==> src/rtl/debounce_pkg.sv <==
// rtl/debounce_pkg.sv - shared constants and state encoding for the switch bounce generator
package debounce_pkg;

    localparam logic STATE_IDLE   = 1'b0;
    localparam logic STATE_BOUNCE = 1'b1;

    localparam int              LFSR_W       = 16;
    localparam logic [LFSR_W-1:0] TAP_MASK     = 16'hB400;
    localparam logic [LFSR_W-1:0] DEFAULT_SEED = 16'hACE1;

    typedef enum logic {
        ST_IDLE   = STATE_IDLE,
        ST_BOUNCE = STATE_BOUNCE
    } state_t;

endpackage

==> src/rtl/lfsr16.sv <==
// rtl/lfsr16.sv - 16-bit Fibonacci LFSR, shift-left, advances only on request
module lfsr16
    import debounce_pkg::*;
(
    input  logic              clk,
    input  logic              rst_l,
    input  logic              advance,
    input  logic [LFSR_W-1:0] seed,
    output logic [LFSR_W-1:0] q
);

    logic feedback;

    // Taps x^16+x^14+x^13+x^11 map onto bits 15,13,12,10 of the shift-left register.
    assign feedback = ^(q & TAP_MASK);

    always_ff @(posedge clk or negedge rst_l) begin
        if (!rst_l) begin
            q <= seed;
        end else if (advance) begin
            q <= {q[LFSR_W-2:0], feedback};
        end
    end

endmodule

==> src/rtl/switch_bounce_generator.sv <==
// rtl/switch_bounce_generator.sv - turns a clean level into a bouncy switch waveform
module switch_bounce_generator
    import debounce_pkg::*;
#(
    parameter int                BOUNCE_CYCLES = 16,
    parameter int                GLITCH_BITS   = 2,
    parameter logic [LFSR_W-1:0] LFSR_SEED     = DEFAULT_SEED
) (
    input  logic i_Clk,
    input  logic i_Rst_L,
    input  logic i_Enable,
    input  logic i_Clean,
    output logic o_Bouncy,
    output logic o_Busy,
    output logic o_Settled
);

    localparam int WIN_W = $clog2(BOUNCE_CYCLES + 1);
    localparam int SEG_W = (GLITCH_BITS > 0) ? GLITCH_BITS : 1;
    localparam logic [LFSR_W-1:0] SEG_MASK = LFSR_W'((1 << GLITCH_BITS) - 1);
    localparam logic [WIN_W-1:0]  WIN_LOAD = WIN_W'(BOUNCE_CYCLES - 1);

    generate
        if (LFSR_SEED == '0) begin : g_bad_seed
            $error("switch_bounce_generator: LFSR_SEED must be nonzero");
        end
        if (GLITCH_BITS < 0 || GLITCH_BITS > 4) begin : g_bad_glitch
            $error("switch_bounce_generator: GLITCH_BITS must be 0..4");
        end
        if (BOUNCE_CYCLES < 1) begin : g_bad_window
            $error("switch_bounce_generator: BOUNCE_CYCLES must be >= 1");
        end
    endgenerate

    state_t            r_State,   w_State_Next;
    logic              r_Bouncy,  w_Bouncy_Next;
    logic              r_Settled, w_Settled_Next;
    logic              r_Target,  w_Target_Next;
    logic [WIN_W-1:0]  r_Win,     w_Win_Next;
    logic [SEG_W-1:0]  r_Seg,     w_Seg_Next;
    logic              w_Start;
    logic              w_Advance;
    logic [LFSR_W-1:0] w_Lfsr;
    logic [SEG_W-1:0]  w_Seg_Load;

    lfsr16 u_lfsr (
        .clk     (i_Clk),
        .rst_l   (i_Rst_L),
        .advance (w_Advance),
        .seed    (LFSR_SEED),
        .q       (w_Lfsr)
    );

    // With GLITCH_BITS=0 the mask is zero, giving fixed one-clock segments.
    assign w_Seg_Load = SEG_W'(w_Lfsr & SEG_MASK);

    always_comb begin
        w_State_Next   = r_State;
        w_Bouncy_Next  = r_Bouncy;
        w_Settled_Next = 1'b0;
        w_Target_Next  = r_Target;
        w_Win_Next     = r_Win;
        w_Seg_Next     = r_Seg;
        w_Advance      = 1'b0;
        w_Start        = 1'b0;

        case (r_State)
            ST_IDLE: begin
                if (!i_Enable) begin
                    w_Bouncy_Next = i_Clean;
                    w_Target_Next = i_Clean;
                end else if (i_Clean != r_Target) begin
                    w_Start = 1'b1;
                end
            end
            ST_BOUNCE: begin
                if (!i_Enable) begin
                    w_State_Next  = ST_IDLE;
                    w_Bouncy_Next = i_Clean;
                    w_Target_Next = i_Clean;
                end else if (i_Clean != r_Target) begin
                    w_Start = 1'b1;
                end else if (r_Win == '0) begin
                    // Force the final level so toggle parity never matters.
                    w_Bouncy_Next  = r_Target;
                    w_Settled_Next = 1'b1;
                    w_State_Next   = ST_IDLE;
                end else if (r_Seg == '0) begin
                    w_Bouncy_Next = ~r_Bouncy;
                    w_Seg_Next    = w_Seg_Load;
                    w_Advance     = 1'b1;
                    w_Win_Next    = r_Win - WIN_W'(1);
                end else begin
                    w_Seg_Next = r_Seg - SEG_W'(1);
                    w_Win_Next = r_Win - WIN_W'(1);
                end
            end
            default: begin
                w_State_Next = ST_IDLE;
            end
        endcase

        // Entry and retrigger share one path so a new edge always restarts the window.
        if (w_Start) begin
            w_Bouncy_Next = i_Clean;
            w_Target_Next = i_Clean;
            w_Win_Next    = WIN_LOAD;
            w_Seg_Next    = w_Seg_Load;
            w_Advance     = 1'b1;
            w_State_Next  = ST_BOUNCE;
        end
    end

    always_ff @(posedge i_Clk or negedge i_Rst_L) begin
        if (!i_Rst_L) begin
            r_State   <= ST_IDLE;
            r_Bouncy  <= 1'b0;
            r_Settled <= 1'b0;
            r_Target  <= 1'b0;
            r_Win     <= '0;
            r_Seg     <= '0;
        end else begin
            r_State   <= w_State_Next;
            r_Bouncy  <= w_Bouncy_Next;
            r_Settled <= w_Settled_Next;
            r_Target  <= w_Target_Next;
            r_Win     <= w_Win_Next;
            r_Seg     <= w_Seg_Next;
        end
    end

    assign o_Bouncy  = r_Bouncy;
    assign o_Settled = r_Settled;
    assign o_Busy    = (r_State == ST_BOUNCE);

endmodule
==> config.mk <==
export PLATFORM = sky130hd
export DESIGN_NAME = switch_bounce_generator
export DESIGN_NICKNAME = d
export VERILOG_FILES = /design/src/rtl/debounce_pkg.sv /design/src/rtl/lfsr16.sv /design/src/rtl/switch_bounce_generator.sv
export SDC_FILE = /design/constraint.sdc
export NUM_CORES = 1
export LEC_CHECK = 0
export BUFFER_PORTS_ARGS = -buffer_cell sky130_fd_sc_hd__buf_2
export CAP_MARGIN = 0
export CORE_MARGIN = 10
export CORE_UTILIZATION = 30
export DETAILED_ROUTE_END_ITERATION = 10
export HOLD_SLACK_MARGIN = 0.1
export SLEW_MARGIN = 20
export SYNTH_ARGS = -nofsm -noshare
export SYNTH_HDL_FRONTEND = slang
export SYNTH_SLANG_ARGS = --single-unit
export TNS_END_PERCENT = 10
==> constraint.sdc <==
create_clock -name i_Clk -period 2.6 [get_ports i_Clk]
set_input_delay 0.13 -clock i_Clk [delete_from_list [all_inputs] [get_ports i_Clk]]
set_output_delay 0.13 -clock i_Clk [all_outputs]
set_load 0.01 [all_outputs]
Word level (Yosys, flattened, before mapping)
Index checks and enable logic that the tools add are counted.
{ "word_totals": {"input_bits": 4, "latchBits": 0, "romBits": 0, "ramBits": 0, "output_inout_bits": 3, "memories": 0, "register_bits": 27} }
{ "op_classes": {"eq_ne": 7, "div_mod_pow": 0, "n_addsub": 2, "shifts": 0, "reduce_logical": 7, "muxes": 36, "magnitude_cmp": 0, "mul": 0, "bitwise_logic": 2} }
{ "op_table": {"columns": ["cell", "n"], "rows": [
  ["$mux W5", 5],
  ["$mux W1", 24],
  ["$reduce_xor A16 Y1", 1],
  ["$mux W2", 6],
  ["$logic_not A5 Y1", 1],
  ["$ne A5 B2 Y1 const B", 1],
  ["$sub A5 B1 Y5 const B", 1],
  ["$ne A2 B2 Y1 const B", 2],
  ["$ne A4 B4 Y1 const B", 1],
  ["$reduce_and A4 Y1", 1],
  ["$reduce_bool A2 Y1", 2],
  ["$ne A3 B3 Y1 const B", 1],
  ["$reduce_and A3 Y1", 1],
  ["$logic_not A2 Y1", 1],
  ["$ne A2 B1 Y1 const B", 1],
  ["$not A1 Y1", 2],
  ["$pmux W1 S2", 1],
  ["$sub A2 B1 Y2 const B", 1],
  ["$ne A1 B1 Y1", 1]
]} }

Longest topological paths before layout
Gate-level depths: netlist of run 1.
{ "logic_depth": {"depth_word": 7, "ltp_mapped": 7, "mapped_depth_nobuf": 6} }

Worst setup path before layout of run 1
No wires, ideal clock.
{ "synth_path": {"kind": "flip-flop to flip-flop", "startpoint": "register r_Win[0]", "endpoint": "register u_lfsr.q[8]", "arrival_ns": 1.941, "n_path_buf": 1, "path_slack_ns": 0.534, "synth_period_minus_slack_ns": 2.066, "required_time_ns": 2.475, "stages_incl_launch_ff": 7, "path_cell_list": "dfrtp_1 inv_1 ha_1 or4b_4 a32oi_4 buf_8 mux2_4"} }
{ "synth_between": {"elab_chain_cells": 6} }
{ "synth_lines": {"columns": ["item", "line_no", "rtl"], "rows": [
  ["start: declaration", "switch_bounce_generator.sv:39", "logic [WIN_W-1:0] r_Win, w_Win_Next;"],
  ["start signal: assignment", "switch_bounce_generator.sv:127", "r_Win <= w_Win_Next;"],
  ["$logic_not A5 Y1", "switch_bounce_generator.sv:83", "end else if (r_Win == '0) begin"],
  ["$mux W1", "switch_bounce_generator.sv:83", null],
  ["$mux W1", "switch_bounce_generator.sv:81", "end else if (i_Clean != r_Target) begin"],
  ["$mux W1", "switch_bounce_generator.sv:77", "if (!i_Enable) begin"],
  ["$mux W1", "switch_bounce_generator.sv:67", "case (r_State)"],
  ["$mux W1", "switch_bounce_generator.sv:104", "if (w_Start) begin"],
  ["end signal: assignment", "lfsr16.sv:21", "q <= {q[LFSR_W-2:0], feedback};"],
  ["end: declaration", "lfsr16.sv:9", "output logic [LFSR_W-1:0] q"]
]} }
No other way between the ends.
A chain may end at the register's enable or synchronous reset.

Final worst setup path of run 1
{ "layout_path": {"startpoint": "register r_Win[0]", "endpoint": "register u_lfsr.q[3]"} }
The elaborated chain is that of the path after synthesis.

==> results of run 1 <==
[cell families (layout without fill, tap and decap cells)]
kind of cell	Yosys count	after routing	synth area share
buf+inv	9	20	0.03711
xor+xnor	5	5	0.03609
flops	27	27	0.5650
compound gates	15	15	0.09485
simple gates	23	23	0.1031
mux	15	15	0.1536
fa+ha+maj	1	1	0.01031
[power groups by stage]
stage / logic, mW / clock network, mW / registers, mW
floorplan: 0.272 / 0 / 0.636
global placement: 0.313 / 0 / 0.649
detailed placement: 0.325 / 0 / 0.658
CTS: 0.330 / 0.247 / 0.649
global route: 0.367 / 0.265 / 0.666
finish: 0.323 / 0.233 / 0.647
[final cells by class]
class | instances | area (um2)
inverter | 7 | 26.28
multi-input combinational | 59 | 483.0
fill | 408 | 2610
clock inverter | 1 | 5.005
timing repair buffer | 9 | 57.56
clock buffer | 3 | 41.29
tap | 50 | 62.56
sequential | 27 | 685.7
[cells in the final DEF (no fill, tap or decap), drive strengths merged, types with 2 or more instances in the layout]
cell / n
dfstp: 8
o211ai: 2
o21ai: 3
nor2b: 2
xor2: 2
clkbuf: 3
inv: 7
and3: 2
buf: 7
nor3: 4
mux2: 14
dlygate4sd3: 2
xnor2: 3
a21oi: 5
nand2: 6
and2: 2
dfrtp: 19
nor2: 3
nand3: 2
[state kept, by name (all words and copies together) (netlist names)]
name and cells:
u_lfsr.q 16, r_Win 5, r_Seg 2, o_Bouncy 1
o_Busy 1, o_Settled 1, r_Target 1
[per-stage QoR]
| step | worst slack, ps | hold slack [ps] | instances |
|---|---|---|---|
| after floorplan | 534.1 | -165.6 | 95 |
| after global placement | 538.0 | 146.7 | 150 |
| after detailed placement | 455.1 | 170.0 | 150 |
| after CTS | 435.2 | 259.9 | 156 |
| final | 457.1 | 254.9 | 156 |
| after global routing | 378.9 | 276.5 | 156 |
[critical path: stages, from the launching register on]
cell	delay, ps
dfrtp_1	410
inv_1	70
ha_1	160
or4b_4	510
a32oi_4	220
buf_4	290
mux2_2	370
[layer usage]
| layer | wire length (um) | up-vias | track usage |
|---|---|---|---|
| met2 | 888 | 9 | 0.08571 |
| li1 | - | 351 | - |
| met1 | 927 | 349 | 0.07284 |
| met5 | 0 | - | 0 |
| met4 | 14 | 0 | 0.01826 |
| met3 | 112 | 2 | 0.02832 |
[how the worst max path moves through the flow]
stage / cells after the start / endpoint
2_1_floorplan: 6 / u_lfsr.q[8]$_DFFE_PN0P_
3_3_place_gp: 6 / u_lfsr.q[4]$_DFFE_PN0P_
3_5_place_dp: 6 / u_lfsr.q[3]$_DFFE_PN0P_
4_1_cts: 6 / u_lfsr.q[3]$_DFFE_PN0P_
5_1_grt: 6 / u_lfsr.q[9]$_DFFE_PN0P_
6_report: 6 / u_lfsr.q[3]$_DFFE_PN0P_
==> results.sh, run 1 <==
export IMPL_run_status="finished, final reports clean"
export IMPL_post_route_min_period_ps=2143
export IMPL_viasPerCell=4.558
export IMPL_reg2reg_depth=6
export IMPL_seqPwrFrac=0.538
export IMPL_synth_edf_count=0
export IMPL_ys_seq_area_frac=0.5649
export IMPL_crit_path_start="r_Win[0]$_DFFE_PN0P_"
export IMPL_yosysUniqueCellTypes=28
export IMPL_first_global_vias=774
export IMPL_routed_via_count=711
export IMPL_grt_pass1_wl_um=3443
export IMPL_r2r_start="r_Win[0]$_DFFE_PN0P_"
export IMPL_arrival_ps=2300
export IMPL_nets=112
export IMPL_critPathLaunchType="flop"
export IMPL_slew_headroom=0.6109
export IMPL_cp_required_ps=2760
export IMPL_reg2reg_to="u_lfsr.q[3]$_DFFE_PN0P_"
export IMPL_cts_root_buffer_cell="clkbuf_8"
export IMPL_path_clk_slew_ps=90
export IMPL_placed_area_um2=1295
export IMPL_place_gp_congestion=0.7647
export IMPL_power_share_combinational=0.269
export IMPL_endpoint_kind="flop"
export IMPL_cts_max_path_buffers=2
export IMPL_p_leak_nw=0.6063
export IMPL_finalPower_mw=1.203
export IMPL_post_cts_buffers=0
export IMPL_clk_latency_ps=270
export IMPL_post_dp_hpwl_um=1421
export IMPL_drt_wirelength_per_cell_um=12.45
export IMPL_tightest_slew_ps=583.6
export IMPL_drc=0
export IMPL_min_path_type="in2reg"
export IMPL_area_growth_pct=12.17
export IMPL_drt_initial_drc_count=29
export IMPL_hold_path_cell_count=3
export IMPL_drive_gt1_frac=0.3585
export IMPL_p_switching_uw=344.0
export IMPL_ys_ff_latch=27
export IMPL_ys_flop_type="dfrtp_1"
export IMPL_avgSynthCellArea_um2=12.78
export IMPL_globalRouteTotalUtil=0.05838
export IMPL_core_area_um2=3971
export IMPL_syn_nets=100
export IMPL_holdCritStartpoint="i_Enable"
export IMPL_initial_core_util=0.3056
export IMPL_cts_tree="yes"
export IMPL_n_antenna_cell=0
export IMPL_cts_hold_buffers=2
export IMPL_maxCapViolCount=0
export IMPL_skew_ps=4.793
export IMPL_p_sw_frac=0.2861
export IMPL_yosysTopAreaCellShare=0.3918
export IMPL_post_route_period_util=0.8242
export IMPL_ios=7
export IMPL_clockPowerShare=0.194
export IMPL_setup_violations_final=0
export IMPL_worstSetupPathType="reg2reg"
export IMPL_yosysWarningCount=0
export IMPL_ant_nets=0
export IMPL_utilization=0.3428
export IMPL_max_freq_ghz=0.4667
export IMPL_worstPathMaxFanout=19
export IMPL_ir_drop_uv=499.7
export IMPL_antenna_found_initial=0
export IMPL_numCtsBuffers=3
export IMPL_synthMostInstantiatedCell="dfrtp_1"
export IMPL_fp_dieW_um=83.61
export IMPL_cts_sinks=27
export IMPL_die_area_um2=6990
export IMPL_p_int_uw=858.5
export IMPL_io_buffers=6
export IMPL_yosysTopAreaCell="dfrtp_1"
export IMPL_regToRegSetupSlack_ps=460
export IMPL_htree_num_levels=1
export IMPL_holdPathEnd="o_Busy$_DFF_PN0_"
export IMPL_p_per_area_nw_per_um2=883.4
export IMPL_wirelength_um=1942
export IMPL_row_count=23
export IMPL_cts_resized=0
export IMPL_hold_violations=0
export IMPL_synth_area_um2=1214
export IMPL_rsz0062_at_grt="no"
export IMPL_fp_dieH_um=83.61
export IMPL_drv_slew=0
export IMPL_syn_inst=95
export IMPL_async_flop_share=1.000
export IMPL_synth_area_leaders="dfrtp_1, dfstp_2, mux2_2, mux2_4, a32oi_4"
export IMPL_first_pass_iters=3
export IMPL_grt_ovfl_total=0
export IMPL_synthTopCellsByCount="dfrtp_1, mux2_2, dfstp_2"
export IMPL_fin_tns_setup_ps=0
export IMPL_final_area_um2=1361
export IMPL_grt_max_degree=28
Power figures use the tool's default switching activity.
==> run 2: changes to the inputs <==
Settings changed: ABC_AREA from default to 1.
Clock period 2.6 ns to 2 ns, I/O delays scaled along.
==> run 2 against run 1 <==
Effect of this change:
- sequential power increased by 42%
- register-to-register slack improved by 50 ps
- global-route usage increased by 0.29 points
- via count increased by 23%
- clock-buffer cell count increased by 1
- critical path type unchanged
- sequential cell count unchanged
- area after synthesis increased by 3.7%
- first-iteration DRC count increased by 130%
- largest power group unchanged
- synthesized cell count increased by 44%
==> results.sh, run 2 <==
export IMPL_post_dp_hpwl_um=1488
export IMPL_nets=152
export IMPL_cts_tree="yes"
export IMPL_routed_via_count=877
export IMPL_fill_cells=414
export IMPL_regArea_um2=685.7
export IMPL_cts_root_buffer_cell="clkbuf_8"
export IMPL_ant_nets=0
export IMPL_first_global_vias=832
export IMPL_syn_nets=142
export IMPL_slew_headroom=0.6013
export IMPL_grt_max_degree=28
export IMPL_final_setup_worst_slack_ps=505.7
export IMPL_run_status="finished, final reports clean"
export IMPL_drv_slew=0
export IMPL_synth_edf_count=0
export IMPL_arrival_ps=1640
export IMPL_clk_latency_ps=270
export IMPL_post_cts_buffers=0
export IMPL_final_cell_mix="nand2_1, dfrtp_1, inv_1, o21ai_0, dfstp_2"
export IMPL_hold_violations=0
export IMPL_syn_inst=137
export IMPL_ir_drop_uv=448.1
export IMPL_row_count=23
export IMPL_rsz0062_at_grt="no"
export IMPL_synthMostInstantiatedCell="nand2_1"
export IMPL_ys_ff_latch=27
export IMPL_cp_depth=6
export IMPL_area_growth_pct=9.741
export IMPL_antenna_found_initial=0
export IMPL_path_cells="inv_1, ha_1, nand3_4, nand2_4, o21ai_4, o21ai_0"
export IMPL_wirelength_um=2134
export IMPL_first_pass_iters=4
export IMPL_critPathLaunchType="flop"
export IMPL_synthTopCellsByCount="nand2_1, dfrtp_1, inv_1, o21ai_0, dfstp_2"
export IMPL_critPathBufInv=1
export IMPL_ys_seq_area_frac=0.5447
export IMPL_htree_num_levels=1
export IMPL_fin_tns_setup_ps=0
export IMPL_skew_ps=4.520
export IMPL_max_stage_delay_ps=350
export IMPL_drc=0
export IMPL_synth_area_leaders="dfrtp_1, nand2_1, dfstp_2, o21ai_0, inv_1"
export IMPL_yosysTopAreaCellShare=0.3777
export IMPL_drt_wirelength_per_cell_um=10.89
export IMPL_io_buffers=6
export IMPL_numCtsBuffers=3
export IMPL_regToRegSetupSlack_ps=510
export IMPL_grt_ovfl_total=0
export IMPL_crit_family="compound AO/OA/AOI/OAI gates"
export IMPL_p_leak_nw=0.6685
export IMPL_core_area_um2=4029
export IMPL_path_clk_slew_ps=90
export IMPL_min_path_type="in2reg"
export IMPL_yosysWarningCount=0
export IMPL_tightest_slew_ps=598.0
export IMPL_viasPerCell=4.474
export IMPL_reg_largest_list="u_lfsr.q (16), r_Win (5), r_Seg (2)"
export IMPL_grt_pass1_wl_um=3691
export IMPL_fp_dieW_um=84.78
export IMPL_async_flop_share=1.000
export IMPL_crit_path_start="r_Win[0]$_DFFE_PN0P_"
export IMPL_globalRouteTotalUtil=0.06127
export IMPL_largest_reg_flops=16
export IMPL_reg2reg_depth=6
export IMPL_p_per_area_nw_per_um2=1262
export IMPL_synth_area_um2=1259
export IMPL_cts_max_path_buffers=2
export IMPL_ios=7
export IMPL_fp_dieH_um=84.78
export IMPL_finalPower_mw=1.743
export IMPL_crit_slowest_cell="dfrtp_1"
export IMPL_endpoint_kind="flop"
export IMPL_crit_end="u_lfsr.q[1]$_DFFE_PN0P_"
export IMPL_r2r_start="r_Win[0]$_DFFE_PN0P_"
export IMPL_n_antenna_cell=0
export IMPL_maxCapViolCount=0
export IMPL_die_area_um2=7187
export IMPL_post_route_period_util=0.7472
export IMPL_drt_initial_drc_count=67
export IMPL_initial_core_util=0.3124
export IMPL_worstSetupPathType="reg2reg"
export IMPL_drive_gt1_frac=0.1849
export IMPL_yosysUniqueCellTypes=24
export IMPL_utilization=0.3429
export IMPL_worstPathMaxFanout=15
export IMPL_final_common_cell="nand2_1"
export IMPL_cp_required_ps=2140
export IMPL_largest_register="u_lfsr.q"
export IMPL_ys_flop_type="dfrtp_1"
export IMPL_setup_violations_final=0
export IMPL_reg2reg_to="u_lfsr.q[1]$_DFFE_PN0P_"
export IMPL_avgSynthCellArea_um2=9.188
export IMPL_post_route_min_period_ps=1494
export IMPL_multi_input_area_um2=489.2
export IMPL_place_gp_congestion=0.7961
export IMPL_max_freq_ghz=0.6692
export IMPL_pre_cts_ws_ps=524.1
export IMPL_yosysTopAreaCell="dfrtp_1"
export IMPL_cts_sinks=27
## run 2: changes by cell type after synthesis, moves of 4 or more
cell	delta
mux2_2	-9
mux2_4	-5
o21ai_0	+9
nor3_1	-4
nand2_1	+51
inv_1	+5
## run 2: kinds of logic after synthesis
logic type                 count (synthesis)  share of synthesized area
AOI/OAI and AO/OA                         16                    0.07357
xor gates and xnor gates                   4                    0.02784
adders and majority gates                  1                   0.009939
buffers and inverters                     16                    0.06659
DFF                                       27                     0.5447
and+or+nand+nor                           73                     0.2773
## run 2: timing repair
action                    in CTS  in global routing
hold buffers                   2                  0
resized for setup              0                  0
hold endpoints to repair      20                  0
## run 2: metrics by stage
| step | std cells | hold slack, ps | cell area (um2) |
|---|---|---|---|
| 4_1_cts | 196 | 225.2 | 1381 |
| 2_1_floorplan | 137 | -195.6 | 1259 |
| 6_report | 196 | 241.5 | 1381 |
| 3_3_place_gp | 190 | 131.9 | 1316 |
| 5_1_grt | 196 | 243.6 | 1381 |
| 3_5_place_dp | 190 | 141.8 | 1316 |
## run 2: power by group
part	internal (mW)	total, mW	switching (mW)	leakage, nW
Sequential	0.794	0.919	0.125	0.322
Clock	0.143	0.300	0.157	0.0228
Combinational	0.209	0.524	0.315	0.324
Total	1.15	1.74	0.597	0.669
## run 2: worst min-delay path, stage by stage
cell,delay (ps)
buf_2,130
nand2_1,70
inv_2,70
nand2_1,70
nor2_1,40
## run 2: routing by layer
layer / vias to the layer above / track usage / part of all wire
li1: 444 / - / -
met1: 415 / 0.07378 / 0.47
met2: 16 / 0.09472 / 0.46
met3: 2 / 0.02705 / 0.061
met4: 0 / 0.02096 / 0.0033
met5: - / 0 / 0
## run 2: worst min path at each step
stage,from,to,slack (ps),cells past startpoint
5_1_grt,i_Enable,o_Bouncy$_DFFE_PN0P_,240,5
2_1_floorplan,i_Rst_L,o_Bouncy$_DFFE_PN0P_,-200,0
4_1_cts,i_Enable,r_Win[3]$_DFFE_PN0P_,230,3
3_5_place_dp,i_Rst_L,o_Settled$_DFF_PN0_,140,1
3_3_place_gp,i_Rst_L,r_Target$_DFFE_PN0P_,130,1
6_report,i_Enable,o_Settled$_DFF_PN0_,240,5
## run 2: cell type report
class                           instances  share of cell area
Sequential cell                        27              0.4964
Inverter                               13             0.03533
Multi-Input combinational cell         94              0.3542
Clock buffer                            4             0.03261
Tap cell                               50             0.04529
Timing Repair Buffer                    8             0.03623
